`src/rtl/pipe_stage_skid_reg_if.sv`:
```
// Valid/ready handshake bundle for a pipeline stage register.
// Upstream (in_*) and downstream (out_*) sides of one stage.
interface pipe_stage_skid_reg_if #(
    parameter int PAYLOAD_W = 71
);
    logic                 in_valid;
    logic [PAYLOAD_W-1:0] in_data;
    logic                 in_ready;
    logic                 out_valid;
    logic [PAYLOAD_W-1:0] out_data;
    logic                 out_ready;

    modport master (
        output in_valid,
        output in_data,
        input  in_ready,
        input  out_valid,
        input  out_data,
        output out_ready
    );

    modport slave (
        input  in_valid,
        input  in_data,
        output in_ready,
        output out_valid,
        output out_data,
        input  out_ready
    );
endinterface

```
`src/rtl/pipe_stage_skid_reg.sv`:
```
// Handshaked pipeline stage register with a two-entry skid buffer,
// synchronous flush and a saturating stall-cycle counter.
module pipe_stage_skid_reg #(
    parameter int PAYLOAD_W     = 71,
    parameter bit CLEAR_INVALID = 1'b1,
    parameter int CNT_W         = 16
) (
    input  logic                 clk,
    input  logic                 reset,
    input  logic                 flush,
    pipe_stage_skid_reg_if.slave bus,
    output logic [1:0]           count,
    output logic [CNT_W-1:0]     stall_cnt,
    input  logic                 stall_clr
);

    typedef enum logic [1:0] {
        EMPTY = 2'd0,
        ONE   = 2'd1,
        FULL  = 2'd2
    } state_t;

    state_t               state_q;
    state_t               state_d;
    logic [PAYLOAD_W-1:0] m_data;
    logic [PAYLOAD_W-1:0] m_data_d;
    logic [PAYLOAD_W-1:0] s_data;
    logic [PAYLOAD_W-1:0] s_data_d;
    logic                 m_valid;
    logic                 s_valid;
    logic                 accept;
    logic                 drain;

    assign m_valid = (state_q != EMPTY);
    assign s_valid = (state_q == FULL);

    // in_ready depends only on registered state, never on out_ready
    assign bus.in_ready  = ~s_valid & reset;
    assign bus.out_valid = m_valid;
    assign bus.out_data  = (CLEAR_INVALID && !m_valid) ? '0 : m_data;

    assign accept = bus.in_valid & bus.in_ready;
    assign drain  = m_valid & bus.out_ready;
    assign count  = state_q;

    always_comb begin
        state_d  = state_q;
        m_data_d = m_data;
        s_data_d = s_data;
        unique case (state_q)
            EMPTY: begin
                if (accept) begin
                    state_d  = ONE;
                    m_data_d = bus.in_data;
                end
            end
            ONE: begin
                if (accept && drain) begin
                    m_data_d = bus.in_data;
                end else if (accept) begin
                    state_d  = FULL;
                    s_data_d = bus.in_data;
                end else if (drain) begin
                    state_d = EMPTY;
                end
            end
            FULL: begin
                if (drain) begin
                    state_d  = ONE;
                    m_data_d = s_data;
                end
            end
            default: begin
                state_d = EMPTY;
            end
        endcase
        if (flush) begin
            state_d  = EMPTY;
            m_data_d = '0;
            s_data_d = '0;
        end
    end

    always_ff @(posedge clk) begin
        if (!reset) begin
            state_q <= EMPTY;
            m_data  <= '0;
            s_data  <= '0;
        end else begin
            state_q <= state_d;
            m_data  <= m_data_d;
            s_data  <= s_data_d;
        end
    end

    // Clear wins over a simultaneous stall; flush leaves the count alone
    always_ff @(posedge clk) begin
        if (!reset) begin
            stall_cnt <= '0;
        end else if (stall_clr) begin
            stall_cnt <= '0;
        end else if (m_valid && !bus.out_ready && !(&stall_cnt)) begin
            stall_cnt <= stall_cnt + 1'b1;
        end
    end

endmodule

```
`src/flat_wrapper.sv`:
```
// flat-port wrapper written by rule: the top's interface ports become plain ports
module pipe_stage_skid_reg_flat 
#(
    parameter int PAYLOAD_W     = 71,
    parameter bit CLEAR_INVALID = 1'b1,
    parameter int CNT_W         = 16
)
  (clk, reset, flush, count, stall_cnt, stall_clr, bus_in_valid, bus_in_data, bus_in_ready, bus_out_valid, bus_out_data, bus_out_ready);
  pipe_stage_skid_reg_if #(.PAYLOAD_W(PAYLOAD_W)) bus_i ();
  input  logic clk;
  input  logic reset;
  input  logic flush;
  output logic [1:0] count;
  output logic [CNT_W-1:0] stall_cnt;
  input  logic stall_clr;
  input wire logic [$bits(bus_i.in_valid)-1:0] bus_in_valid;
  input wire logic [$bits(bus_i.in_data)-1:0] bus_in_data;
  output wire logic [$bits(bus_i.in_ready)-1:0] bus_in_ready;
  output wire logic [$bits(bus_i.out_valid)-1:0] bus_out_valid;
  output wire logic [$bits(bus_i.out_data)-1:0] bus_out_data;
  input wire logic [$bits(bus_i.out_ready)-1:0] bus_out_ready;
  assign bus_i.in_valid = bus_in_valid;
  assign bus_i.in_data = bus_in_data;
  assign bus_in_ready = bus_i.in_ready;
  assign bus_out_valid = bus_i.out_valid;
  assign bus_out_data = bus_i.out_data;
  assign bus_i.out_ready = bus_out_ready;
  pipe_stage_skid_reg #(.PAYLOAD_W(PAYLOAD_W), .CLEAR_INVALID(CLEAR_INVALID), .CNT_W(CNT_W)) u_core (.clk(clk), .reset(reset), .flush(flush), .bus(bus_i), .count(count), .stall_cnt(stall_cnt), .stall_clr(stall_clr));
endmodule
```
`config.mk`:
```
export PLATFORM = sky130hd
export DESIGN_NAME = pipe_stage_skid_reg_flat
export DESIGN_NICKNAME = d
export VERILOG_FILES = /design/src/rtl/pipe_stage_skid_reg_if.sv /design/src/rtl/pipe_stage_skid_reg.sv /design/src/flat_wrapper.sv
export SDC_FILE = /design/constraint.sdc
export NUM_CORES = 1
export LEC_CHECK = 0
export BUFFER_PORTS_ARGS = -buffer_cell sky130_fd_sc_hd__buf_2
export CORE_MARGIN = 5
export CORE_UTILIZATION = 58
export CTS_CLUSTER_DIAMETER = 50
export DETAILED_ROUTE_END_ITERATION = 8
export PLACE_DENSITY_LB_ADDON = 0.25
export SLEW_MARGIN = 20
export SYNTH_ARGS = -nofsm -noshare
export SYNTH_HDL_FRONTEND = slang
export SYNTH_SLANG_ARGS = --single-unit
```
`constraint.sdc`:
```
create_clock -name clk -period 2.8 [get_ports clk]
set_input_delay 0.14 -clock clk [delete_from_list [all_inputs] [get_ports clk]]
set_output_delay 0.14 -clock clk [all_outputs]
set_load 0.02 [all_outputs]
```
=== After elaboration in Yosys (flattened, before gate mapping) ===
Cells that the tools add are included.

* Input bits: 77
* Flip-flop bits (word level): 160
* Output and inout bits: 91
* Logic and storage cells: 43

* Multiplexer cells: 11
* Reductions and logical operators: 14
* $add $sub $neg: 1
* Equal/unequal tests: 7
* Bitwise gates (word level): 6

{| class="wikitable"
|+ Operator list
! cell !! number
|-
| 71-bit 2-to-1 mux || 4
|-
| 71-bit one-hot mux with 3 select lines || 1
|-
| 16-bit by 1-bit adder with 16-bit output (second input constant) || 1
|-
| 16-bit AND reduction || 1
|-
| 2-bit 2-to-1 mux || 5
|-
| 4-bit AND reduction || 2
|-
| 2-bit one-hot mux with 3 select lines || 1
|-
| 2-bit by 1-bit != test with 1-bit output (second input constant) || 2
|-
| 2-bit != test (second input constant) || 2
|-
| 2-bit OR reduction || 2
|-
| 1-bit bitwise AND || 3
|-
| 1-bit logical AND || 3
|-
| 3-bit by 1-bit != test with 1-bit output (second input constant) || 1
|-
| 1-bit inverter || 3
|-
| 3-bit AND reduction || 1
|-
| 3-bit nonzero test || 1
|-
| 2-bit by 1-bit == test with 1-bit output (second input constant) || 1
|-
| 2-bit == test (second input constant) || 1
|-
| 1-bit logical NOT || 2
|-
| 2-bit logical NOT || 1
|-
| 2-bit nonzero test || 1
|}

=== Depth between registers and ports, before layout ===
Gate-level depths: netlist of the first run.

* Depth in word-level cells: 7
* Gate-level depth with buffers: 7
* Mapped depth without buffers: 5

=== Worst setup path before layout of the first run ===
Ideal clock, no wire load.

* Path kind: register to register
* Start: register u_core.stall_cnt[2]
* End: register u_core.stall_cnt[15]
* Stages on the path, launching flop included: 6
* Data required time: 2730 ps
* Period minus slack after synthesis: 1979 ps
* Path buffers: 1
* Arrival: 1910 ps
* Setup time: 70 ps
* Slack: 821 ps
* Cell sequence: dfxtp_1 -> nand4_2 -> or4_1 -> buf_2 -> or4_1 -> a21oi_1

* Longest elaborated chain between the ends: 3
* Elaborated cells on any way between the ends: 4
* Those cells by class: add/sub (1); reduce/logical (3)

{| class="wikitable"
|+ Ends and longest elaborated chain
! item !! line !! text
|-
| from (decl) || pipe_stage_skid_reg.sv:13 || <nowiki>output logic [CNT_W-1:0] stall_cnt,</nowiki>
|-
| from (signal assigned) || pipe_stage_skid_reg.sv:103 || <nowiki>stall_cnt <= stall_cnt + 1'b1;</nowiki>
|-
| branches (longest 3 deep; another with 16-bit by 1-bit adder with 16-bit output) || n/a ||
|}

Parallel ways; which one is timed is not known.
A chain may end at the register's enable or synchronous reset.

=== Worst setup path after layout of the first run ===
* Start: register u_core.state_q[1] (netlist: u_core.count[1])
* End: output port bus_out_data[70]

* Longest elaborated chain between the ends: 2

{| class="wikitable"
|+ Ends and longest elaborated chain
! item !! line !! text
|-
| from (decl) || pipe_stage_skid_reg.sv:23 || <nowiki>state_t state_q;</nowiki>
|-
| from (signal assigned) || pipe_stage_skid_reg.sv:90 || <nowiki>state_q <= state_d;</nowiki>
|-
| 2-bit nonzero test || pipe_stage_skid_reg.sv:34 || <nowiki>assign m_valid = (state_q != EMPTY);</nowiki>
|-
| 71-bit 2-to-1 mux || pipe_stage_skid_reg.sv:40 || <nowiki>assign bus.out_data = (CLEAR_INVALID && !m_valid) ? '0 : m_data;</nowiki>
|-
| to (decl) || flat_wrapper.sv:20 || <nowiki>output wire logic [$bits(bus_i.out_data)-1:0] bus_out_data;</nowiki>
|}

No other way between the ends.

==> flow_summary.json, run 1 <==
{
  "io_pins": 168,
  "clock_insertion_delay_worst_skew_ns": 0.42,
  "path_clk_slew_ns": 0.06,
  "clock-skew-final_ns": 0.00675,
  "tritoncts.num_buffers": 17,
  "worstReg2RegStart": "u_core.count[0]",
  "total_half_perimeter_wirelength_after_legalization_and_detailed_placement_um": 10400,
  "utilization": 0.773,
  "number_of_levels_the_h_tree_was_split_into": 4,
  "final_cells": 1193,
  "layout_min_cycle_time_ns": 2.35,
  "gp_routability_congestion": 0.831,
  "summed_negative_setup_slack_over_all_endpoints_ns": 0,
  "global_route.overflow_total": 0,
  "synthToLayoutAreaGrowth_pct": 31.7,
  "timing_startpoint_of_the_critical_path": "u_core.count[1]",
  "drt-initial-drc-count": 666,
  "synth_seq_area_share": 0.456,
  "timing_worst_slew_pin_value_ns": 0.829,
  "chip_width_um": 120,
  "cts_root_buf": "clkbuf_16",
  "fp.dieArea_um2": 14400,
  "layout.nets": 1110,
  "start_util": 0.587,
  "post_synth_inst_count": 832,
  "drv.max_cap_violation_count": 0,
  "setup.worst_path.class": "flip-flop to primary output",
  "post_route_cells_drive_above_1_share": 0.212,
  "post-route-drc-count": 0,
  "timing.critical_path.cells": "or2_2, buf_4, and2_1, buf_2",
  "crit_path_top_delay_cell": "or2_2",
  "synthesis.nets": 910,
  "final_antenna_net_count": 0,
  "core_area_um2": 12000,
  "postSynthRegisterBits": 160,
  "outcome": "finished, final reports clean",
  "power_density_nw_per_um2": 556,
  "min_path_type": "input pin to flip-flop",
  "synthTopCellsByCount": "dfxtp_1, nand2_1, a21oi_1",
  "finalSetupViolCount": 0,
  "synthesis.yosys.warnings": 0,
  "finalCritPeriodShare": 0.839,
  "grt_pass1_wl_um": 29800,
  "die_h_um": 120,
  "num_rows": 40,
  "crit_arrival_ns": 2.21,
  "yosysTopAreaCell": "dfxtp_1",
  "post_synth_design_cell_area_um2": 7020,
  "numClockSinks": 160,
  "syn_area_per_cell_um2": 8.44,
  "critical_path_peak_fanout": 37,
  "cts.path.max_buffers": 2,
  "initial_antenna_violation_count": 1,
  "rr_worst_depth": 5,
  "timing.fmax_mhz": 425,
  "via_per_inst": 5.45,
  "synth-async-reset-ratio": 0,
  "cp_data_required_time_ns": 2.66,
  "ys.flop_type": "dfxtp_1",
  "place.port_buffers": 167,
  "route.final.wire_length_um": 18200,
  "irDropWorstVdd_mv": 0.561,
  "track_usage": 0.251,
  "finalHoldViolations": 0,
  "firstDrtPassIters": 4,
  "critPathLaunchType": "flip-flop",
  "synth_largest_type_area_fraction": 0.456,
  "synth.distinct_cells": 44,
  "dpl.cell_count": 1088,
  "min_path_cells": 3,
  "routedWlPerCell_um": 15.3,
  "power.static_leakage_nw": 4.14,
  "synth.area.top_cells": "dfxtp_1, mux2i_1, nand2_1",
  "maximum_number_of_pins_on_one_net_before_global_route_repair": 139,
  "num_vias": 6506,
  "worst_path_largest_cell_delay_ns": 0.58,
  "critical_path.endpoint_type": "primary output",
  "vias_in_the_first_global_route": 6110,
  "timing.slew.headroom": 0.446,
  "tritoncts": "yes",
  "synth_most_common_cell": "dfxtp_1",
  "min_from": "stall_clr",
  "count_of_flip_flops_with_a_built_in_enable_after_synthesis": 0,
  "slew_viol_final": 0,
  "setup_repair_after_global_routing_missed_its_margin": "false"
}
metal layers:
layer / vias to the layer above / part of all wire / routed length [um] / GRT usage
li1: 3273 / - / - / -
met2: 185 / 0.49 / 8990 / 0.423
met1: 3002 / 0.42 / 7710 / 0.307
met4: 0 / 0.027 / 493 / 0.108
met5: - / 0 / 0 / 0
met3: 46 / 0.057 / 1040 / 0.0584
layout by cell type, fill, tap and decap left out, types with 5 or more instances in the layout:
cell	count
buf_2	167
dfxtp_1	160
nand2_1	156
a21oi_1	83
mux2i_1	75
nor2_1	75
and2_1	72
a211oi_1	72
dlygate4sd3_1	72
clkbuf_16	17
nand3_1	9
or4_1	7
clkinv_2	6
o31ai_1	5
buf_12	5
power breakdown:
part	switching, mW	internal [mW]
combinational	0.236	0.197
sequential	0.0213	2.32
clock	0.904	1.46
path summary, 6_finish.rpt:
check,endpoint,slack [ns]
worst max register to register,u_core.m_data[37],0.70
worst min-delay path,u_core.stall_cnt[13],0.14
worst min register to register,u_core.s_data[48],0.45
worst max-delay path,bus_out_data[70],0.45
worst max-delay path, delay by kind of cell, from the launching register on:
kind                   cells  cell delay (ns)
buffers and inverters      2             0.48
flip-flops                 1             0.56
AND/OR/NAND/NOR            2             0.75
through the flow:
step / hold WS, ns / setup slack [ns] / power, mW / area [um2]
CTS: 0.130 / 0.430 / 5.16 / 9250
global route: 0.153 / 0.283 / 5.33 / 9250
finish: 0.142 / 0.449 / 5.14 / 9250
global placement: 0.388 / 0.758 / 2.73 / 7920
floorplan: 0.213 / 0.821 / 2.60 / 7020
detailed placement: 0.390 / 0.734 / 2.74 / 7920
cell families (layout without fill, tap and decap cells):
logic type,Yosys count,in the layout,share of synthesized area
buf+inv,71,284,0.0426
flops,160,160,0.456
compound gates,178,178,0.164
other cells,0,1,0
mux,75,75,0.107
fa+ha+maj,1,1,0.00178
simple gates,347,347,0.229
cell type report:
cell class / count / area (um2)
diodes: 1 / 2.50
clock buffers: 21 / 470
clock inverters: 11 / 136
fillers: 810 / 2710
inverters: 4 / 15.0
multi-input cells: 601 / 3550
flip-flops and latches: 160 / 3200
well taps: 147 / 184
repair buffers: 248 / 1690
state kept, by name, summed over array words and instances (netlist names):
| signal | flops |
|---|---|
| u_core.s_data | 71 |
| u_core.count | 2 |
| u_core.m_data | 71 |
| u_core.stall_cnt | 16 |
what timing repair did:
action | in CTS | in global routing
endpoints found under the hold margin | 72 | 0
resized for setup | 0 | 0
buffers inserted | 0 | 0
hold buffers | 72 | 0
(Power assumes the default switching activity.)
==> run 2: changes to the inputs <==
--- a/config.mk
+++ b/config.mk
@@ -7,7 +7,7 @@
 export LEC_CHECK = 0
 export BUFFER_PORTS_ARGS = -buffer_cell sky130_fd_sc_hd__buf_2
 export CORE_MARGIN = 5
-export CORE_UTILIZATION = 58
+export CORE_UTILIZATION = 54
 export CTS_CLUSTER_DIAMETER = 50
 export DETAILED_ROUTE_END_ITERATION = 8
 export PLACE_DENSITY_LB_ADDON = 0.25
==> constraint.sdc (replaced) <==
create_clock -name clk -period 2.4 [get_ports clk]
set_input_delay 0.12 -clock clk [delete_from_list [all_inputs] [get_ports clk]]
set_output_delay 0.12 -clock clk [all_outputs]
set_load 0.02 [all_outputs]
==> flow_summary.json, run 2 (synthesis results as in run 1) <==
{
  "summed_negative_setup_slack_over_all_endpoints_ns": 0,
  "total_half_perimeter_wirelength_after_legalization_and_detailed_placement_um": 11000,
  "cp_common_cell": "or4_1",
  "maximum_number_of_pins_on_one_net_before_global_route_repair": 74,
  "timing.fmax_mhz": 471,
  "utilization": 0.735,
  "num_vias": 6543,
  "drt-initial-drc-count": 449,
  "finalCritPeriodShare": 0.885,
  "final_common_cell": "buf_2",
  "cp_data_required_time_ns": 2.75,
  "netSwitchingPower_mw": 1.35,
  "slew_viol_final": 0,
  "worst_path_largest_cell_delay_ns": 0.63,
  "timing_worst_slew_pin_value_ns": 0.744,
  "post_cts_resized": 0,
  "post_route_cells_drive_above_1_share": 0.215,
  "outcome": "finished, final reports clean",
  "num_rows": 41,
  "layout_top_registers": "u_core.m_data x71, u_core.s_data x71, u_core.stall_cnt x16",
  "setup.worst_path.class": "flip-flop to flip-flop",
  "proportion_of_power_drawn_by_combinational_gates": 0.091,
  "critPathLaunchType": "flip-flop",
  "total_power_mw": 5.77,
  "n_fill_cell": 987,
  "track_usage": 0.242,
  "path_clk_slew_ns": 0.06,
  "place.port_buffers": 167,
  "cp_num_buf_inv": 0,
  "final_antenna_net_count": 0,
  "gp_routability_congestion": 0.797,
  "routedWlPerCell_um": 15.1,
  "crit_arrival_ns": 2.48,
  "critical_path_peak_fanout": 9,
  "numClockSinks": 160,
  "critical_path.endpoint_type": "flip-flop",
  "drv.max_cap_violation_count": 0,
  "postLayoutSetupSlackWorst_ns": 0.277,
  "register_area_um2": 3200,
  "power_density_nw_per_um2": 619,
  "multi_input_area_um2": 3550,
  "hold_buffers": 72,
  "clock-skew-final_ns": 0.00537,
  "route.final.wire_length_um": 18500,
  "timing.slew.headroom": 0.504,
  "cts_setup_buffers": 0,
  "power.static_leakage_nw": 4.16,
  "finalSetupViolCount": 0,
  "final_cells": 1223,
  "timing.critical_path.cells": "o21bai_2, or4_1, or4_1, a21oi_1",
  "initial_antenna_violation_count": 0,
  "start_util": 0.554,
  "p_sw_frac": 0.233,
  "via_per_inst": 5.35,
  "layout_common_cells": "buf_2, dfxtp_1, nand2_1",
  "tritoncts": "yes",
  "tritoncts.num_buffers": 17,
  "layout.nets": 1116,
  "min_path_type": "input pin to flip-flop",
  "cts.path.max_buffers": 2,
  "crit_path_top_delay_cell": "or4_1",
  "irDropWorstVdd_mv": 0.556,
  "synthToLayoutAreaGrowth_pct": 32.7,
  "chip_width_um": 124,
  "clock_insertion_delay_worst_skew_ns": 0.42,
  "finalHoldViolations": 0,
  "number_of_levels_the_h_tree_was_split_into": 4,
  "power_report.internal_total_mw": 4.43,
  "setup_repair_after_global_routing_missed_its_margin": "false",
  "cts_root_buf": "clkbuf_16",
  "antenna-diode-count": 0,
  "die_h_um": 124,
  "post-route-drc-count": 0,
  "layout_min_cycle_time_ns": 2.12,
  "io_pins": 168,
  "fp.dieArea_um2": 15400,
  "firstDrtPassIters": 5,
  "p_clk_frac": 0.436,
  "dpl.cell_count": 1119,
  "detailedPlace.worstSlack_ns": 0.307,
  "core_area_um2": 12700,
  "grt_pass1_wl_um": 29500,
  "power.sequential.fraction": 0.473,
  "global_route.overflow_total": 0,
  "critPathTopFamily": "simple AND/OR/NAND/NOR gates",
  "vias_in_the_first_global_route": 6097
}
-- run 2: worst register-to-register path, stage by stage (launching register included) --
cell,delay (ns)
dfxtp_1,0.58
o21bai_2,0.21
or4_1,0.63
or4_1,0.51
a21oi_1,0.14
-- run 2: worst paths after layout --
kind                     start              endpoint  slack (ns)  depth (start not counted)
max            u_core.count[1]  u_core.stall_cnt[15]        0.28                          4
min                  stall_clr   u_core.stall_cnt[1]        0.13                          3
max reg2reg    u_core.count[1]  u_core.stall_cnt[15]        0.28                          4
min reg2reg  u_core.s_data[18]     u_core.s_data[18]        0.45                          2
-- run 2: cell type report --
| class | instances | area share |
|---|---|---|
| sequential | 160 | 0.344 |
| multi-input combinational | 601 | 0.381 |
| timing repair buffer | 254 | 0.191 |
| inverter | 4 | 0.00161 |
| clock buffer | 22 | 0.0498 |
| tap | 172 | 0.0231 |
| clock inverter | 10 | 0.00940 |
-- run 2: power by group through the flow --
stage	registers (mW)	logic, mW	clock network (mW)
3_5_place_dp	2.79	0.428	0
5_1_grt	2.73	0.577	2.69
2_1_floorplan	2.78	0.252	0
3_3_place_gp	2.78	0.421	0
4_1_cts	2.73	0.521	2.55
6_report	2.73	0.525	2.52
-- run 2: layer usage --
metal | track usage | wire, um
met5 | 0 | 0
met4 | 0.112 | 546
met3 | 0.0522 | 1000
met2 | 0.425 | 9360
met1 | 0.281 | 7610
-- run 2: metrics by stage --
stage / hold WS [ns] / instance area, um2
global route: 0.151 / 9320
CTS: 0.113 / 9320
global placement: 0.361 / 8050
detailed placement: 0.374 / 8050
floorplan: 0.193 / 7020
finish: 0.133 / 9320
==> run 3: changes to the inputs <==
--- a/config.mk
+++ b/config.mk
@@ -10,6 +10,7 @@
 export CORE_UTILIZATION = 54
 export CTS_CLUSTER_DIAMETER = 50
 export DETAILED_ROUTE_END_ITERATION = 8
+export GPL_TIMING_DRIVEN = 0
 export PLACE_DENSITY_LB_ADDON = 0.25
 export SLEW_MARGIN = 20
 export SYNTH_ARGS = -nofsm -noshare
==> flow_summary.json, run 3 (synthesis results as in run 1) <==
{
  "outcome": "finished, final reports clean",
  "worst_r2r_endpoint": "u_core.m_data[50]",
  "tritoncts.num_buffers": 17,
  "routedWlPerCell_um": 16.0,
  "post-route-drc-count": 0,
  "number_of_levels_the_h_tree_was_split_into": 4,
  "clock-skew-final_ns": 0.00819,
  "cp_data_required_time_ns": 2.28,
  "layout_top_registers": "u_core.m_data x71, u_core.s_data x71, u_core.stall_cnt x16",
  "critPathTopFamily": "buffers and inverters",
  "min_path_type": "input pin to flip-flop",
  "crit_arrival_ns": 2.18,
  "total_half_perimeter_wirelength_after_legalization_and_detailed_placement_um": 13100,
  "timing.critical_path.cells": "nand2b_1, clkbuf_2, buf_2, and2_1, buf_2",
  "finalCritPeriodShare": 0.958,
  "setup.worst_path.class": "flip-flop to primary output",
  "register_area_um2": 3200,
  "finalSetupViolCount": 0,
  "cp.depth": 5,
  "utilization": 0.742,
  "crit_path_top_delay_cell": "dfxtp_1",
  "multi_input_area_um2": 3530,
  "detailedPlace.worstSlack_ns": -0.168,
  "core_area_um2": 12700,
  "io_pins": 168,
  "path_clk_slew_ns": 0.06,
  "final_antenna_net_count": 0,
  "route.final.wire_length_um": 20300,
  "layout_common_cells": "buf_2, dfxtp_1, nand2_1",
  "irDropWorstVdd_mv": 0.593,
  "postLayoutSetupSlackWorst_ns": 0.101,
  "initial_antenna_violation_count": 0,
  "dpl.cell_count": 1171,
  "cts_setup_buffers": 0,
  "worstReg2RegStart": "u_core.count[0]",
  "summed_negative_setup_slack_over_all_endpoints_ns": 0,
  "timing_startpoint_of_the_critical_path": "u_core.count[0]",
  "power.static_leakage_nw": 4.16,
  "critPathLaunchType": "flip-flop",
  "power_density_nw_per_um2": 640,
  "layout.nets": 1166,
  "worstSetupEndpoint": "bus_in_ready",
  "finish.instance_area_um2": 9400,
  "die_h_um": 124,
  "global_route.overflow_total": 0,
  "grt_pass1_wl_um": 31900,
  "fp.dieArea_um2": 15400,
  "place.port_buffers": 167,
  "critical_path_peak_fanout": 10,
  "finalHoldViolations": 0,
  "drv.max_cap_violation_count": 0,
  "rr_worst_depth": 5,
  "num_vias": 6863,
  "num_rows": 41,
  "vias_in_the_first_global_route": 6498,
  "setup_repair_after_global_routing_missed_its_margin": "false",
  "numClockSinks": 160,
  "via_per_inst": 5.39,
  "final_common_cell": "buf_2",
  "cp_num_buf_inv": 3,
  "maximum_number_of_pins_on_one_net_before_global_route_repair": 17,
  "synthToLayoutAreaGrowth_pct": 33.9,
  "critical_path.endpoint_type": "primary output",
  "cp_common_cell": "buf_2",
  "timing.fmax_mhz": 435,
  "total_power_mw": 6.01,
  "cts_root_buf": "clkbuf_16",
  "slew_viol_final": 0,
  "chip_width_um": 124,
  "clock_insertion_delay_worst_skew_ns": 0.42,
  "final_cells": 1274,
  "firstDrtPassIters": 5,
  "timing_worst_slew_pin_value_ns": 0.691,
  "worst_path_largest_cell_delay_ns": 0.47,
  "track_usage": 0.264,
  "hold_ws_ns": 0.0136,
  "dpl-instance-area_um2": 8070,
  "timing.slew.headroom": 0.535,
  "layout_min_cycle_time_ns": 2.30,
  "n_fill_cell": 971,
  "start_util": 0.554,
  "r2r_slack_ns": 0.16,
  "post_route_cells_drive_above_1_share": 0.202,
  "cts.path.max_buffers": 2,
  "tritoncts": "yes",
  "gp_routability_congestion": 0.878,
  "drt-initial-drc-count": 420
}
-- run 3: cell types whose count changed in the layout (fill, tap and decap cells not counted), sizes merged --
cell | before | now
buf | 182 | 178
clkbuf | 22 | 75
clkinvlp | 2 | 3
diode | 0 | 1
clkinv | 7 | 5
bufinv | 1 | 3
-- run 3: worst min-delay path by stage --
stage,from,end,slack [ns],cells past startpoint
after global placement,bus_out_ready,u_core.count[1],0.37,2
after detailed placement,bus_out_ready,u_core.count[1],0.37,2
after CTS,stall_clr,u_core.stall_cnt[9],0.01,4
after global routing,stall_clr,u_core.stall_cnt[3],0.05,4
after floorplan,bus_out_ready,u_core.count[1],0.19,1
final,stall_clr,u_core.stall_cnt[9],0.01,4
-- run 3: routing by layer --
| layer | track usage | wire length [um] | vias up |
|---|---|---|---|
| met5 | 0 | 0 | - |
| met4 | 0.105 | 519 | 0 |
| met3 | 0.0627 | 1080 | 43 |
| met2 | 0.446 | 10200 | 227 |
| met1 | 0.325 | 8520 | 3205 |
| li1 | - | - | 3388 |
-- run 3: cell type report --
cell class                      instances  area share
Buffer                                 65      0.0297
Timing Repair Buffer                  239       0.166
Clock buffer                           21      0.0490
Sequential cell                       160       0.341
Tap cell                              172      0.0229
Antenna cell                            1    0.000266
Multi-Input combinational cell        601       0.376
Clock inverter                         11      0.0146
Inverter                                4     0.00160
-- run 3: where the power goes --
group	internal, mW	switching, mW
registers	2.70	0.0249
clock network	1.68	1.07
logic	0.234	0.300
-- run 3: what timing repair did --
action / CTS / global route
endpoints found under the setup margin: 107 / 75
cloned: 0 / 0
hold buffers: 72 / 0
gates resized for setup: 2 / 2
hold endpoints to repair: 72 / 0
-- run 3: worst reg2reg max path: cells and delay by family (launching register included) --
kind	cells	cell delay [ns]
buffers and inverters	2	0.83
AND/OR/NAND/NOR	1	0.22
flip-flops	1	0.38
AO/OA/AOI/OAI	2	0.68
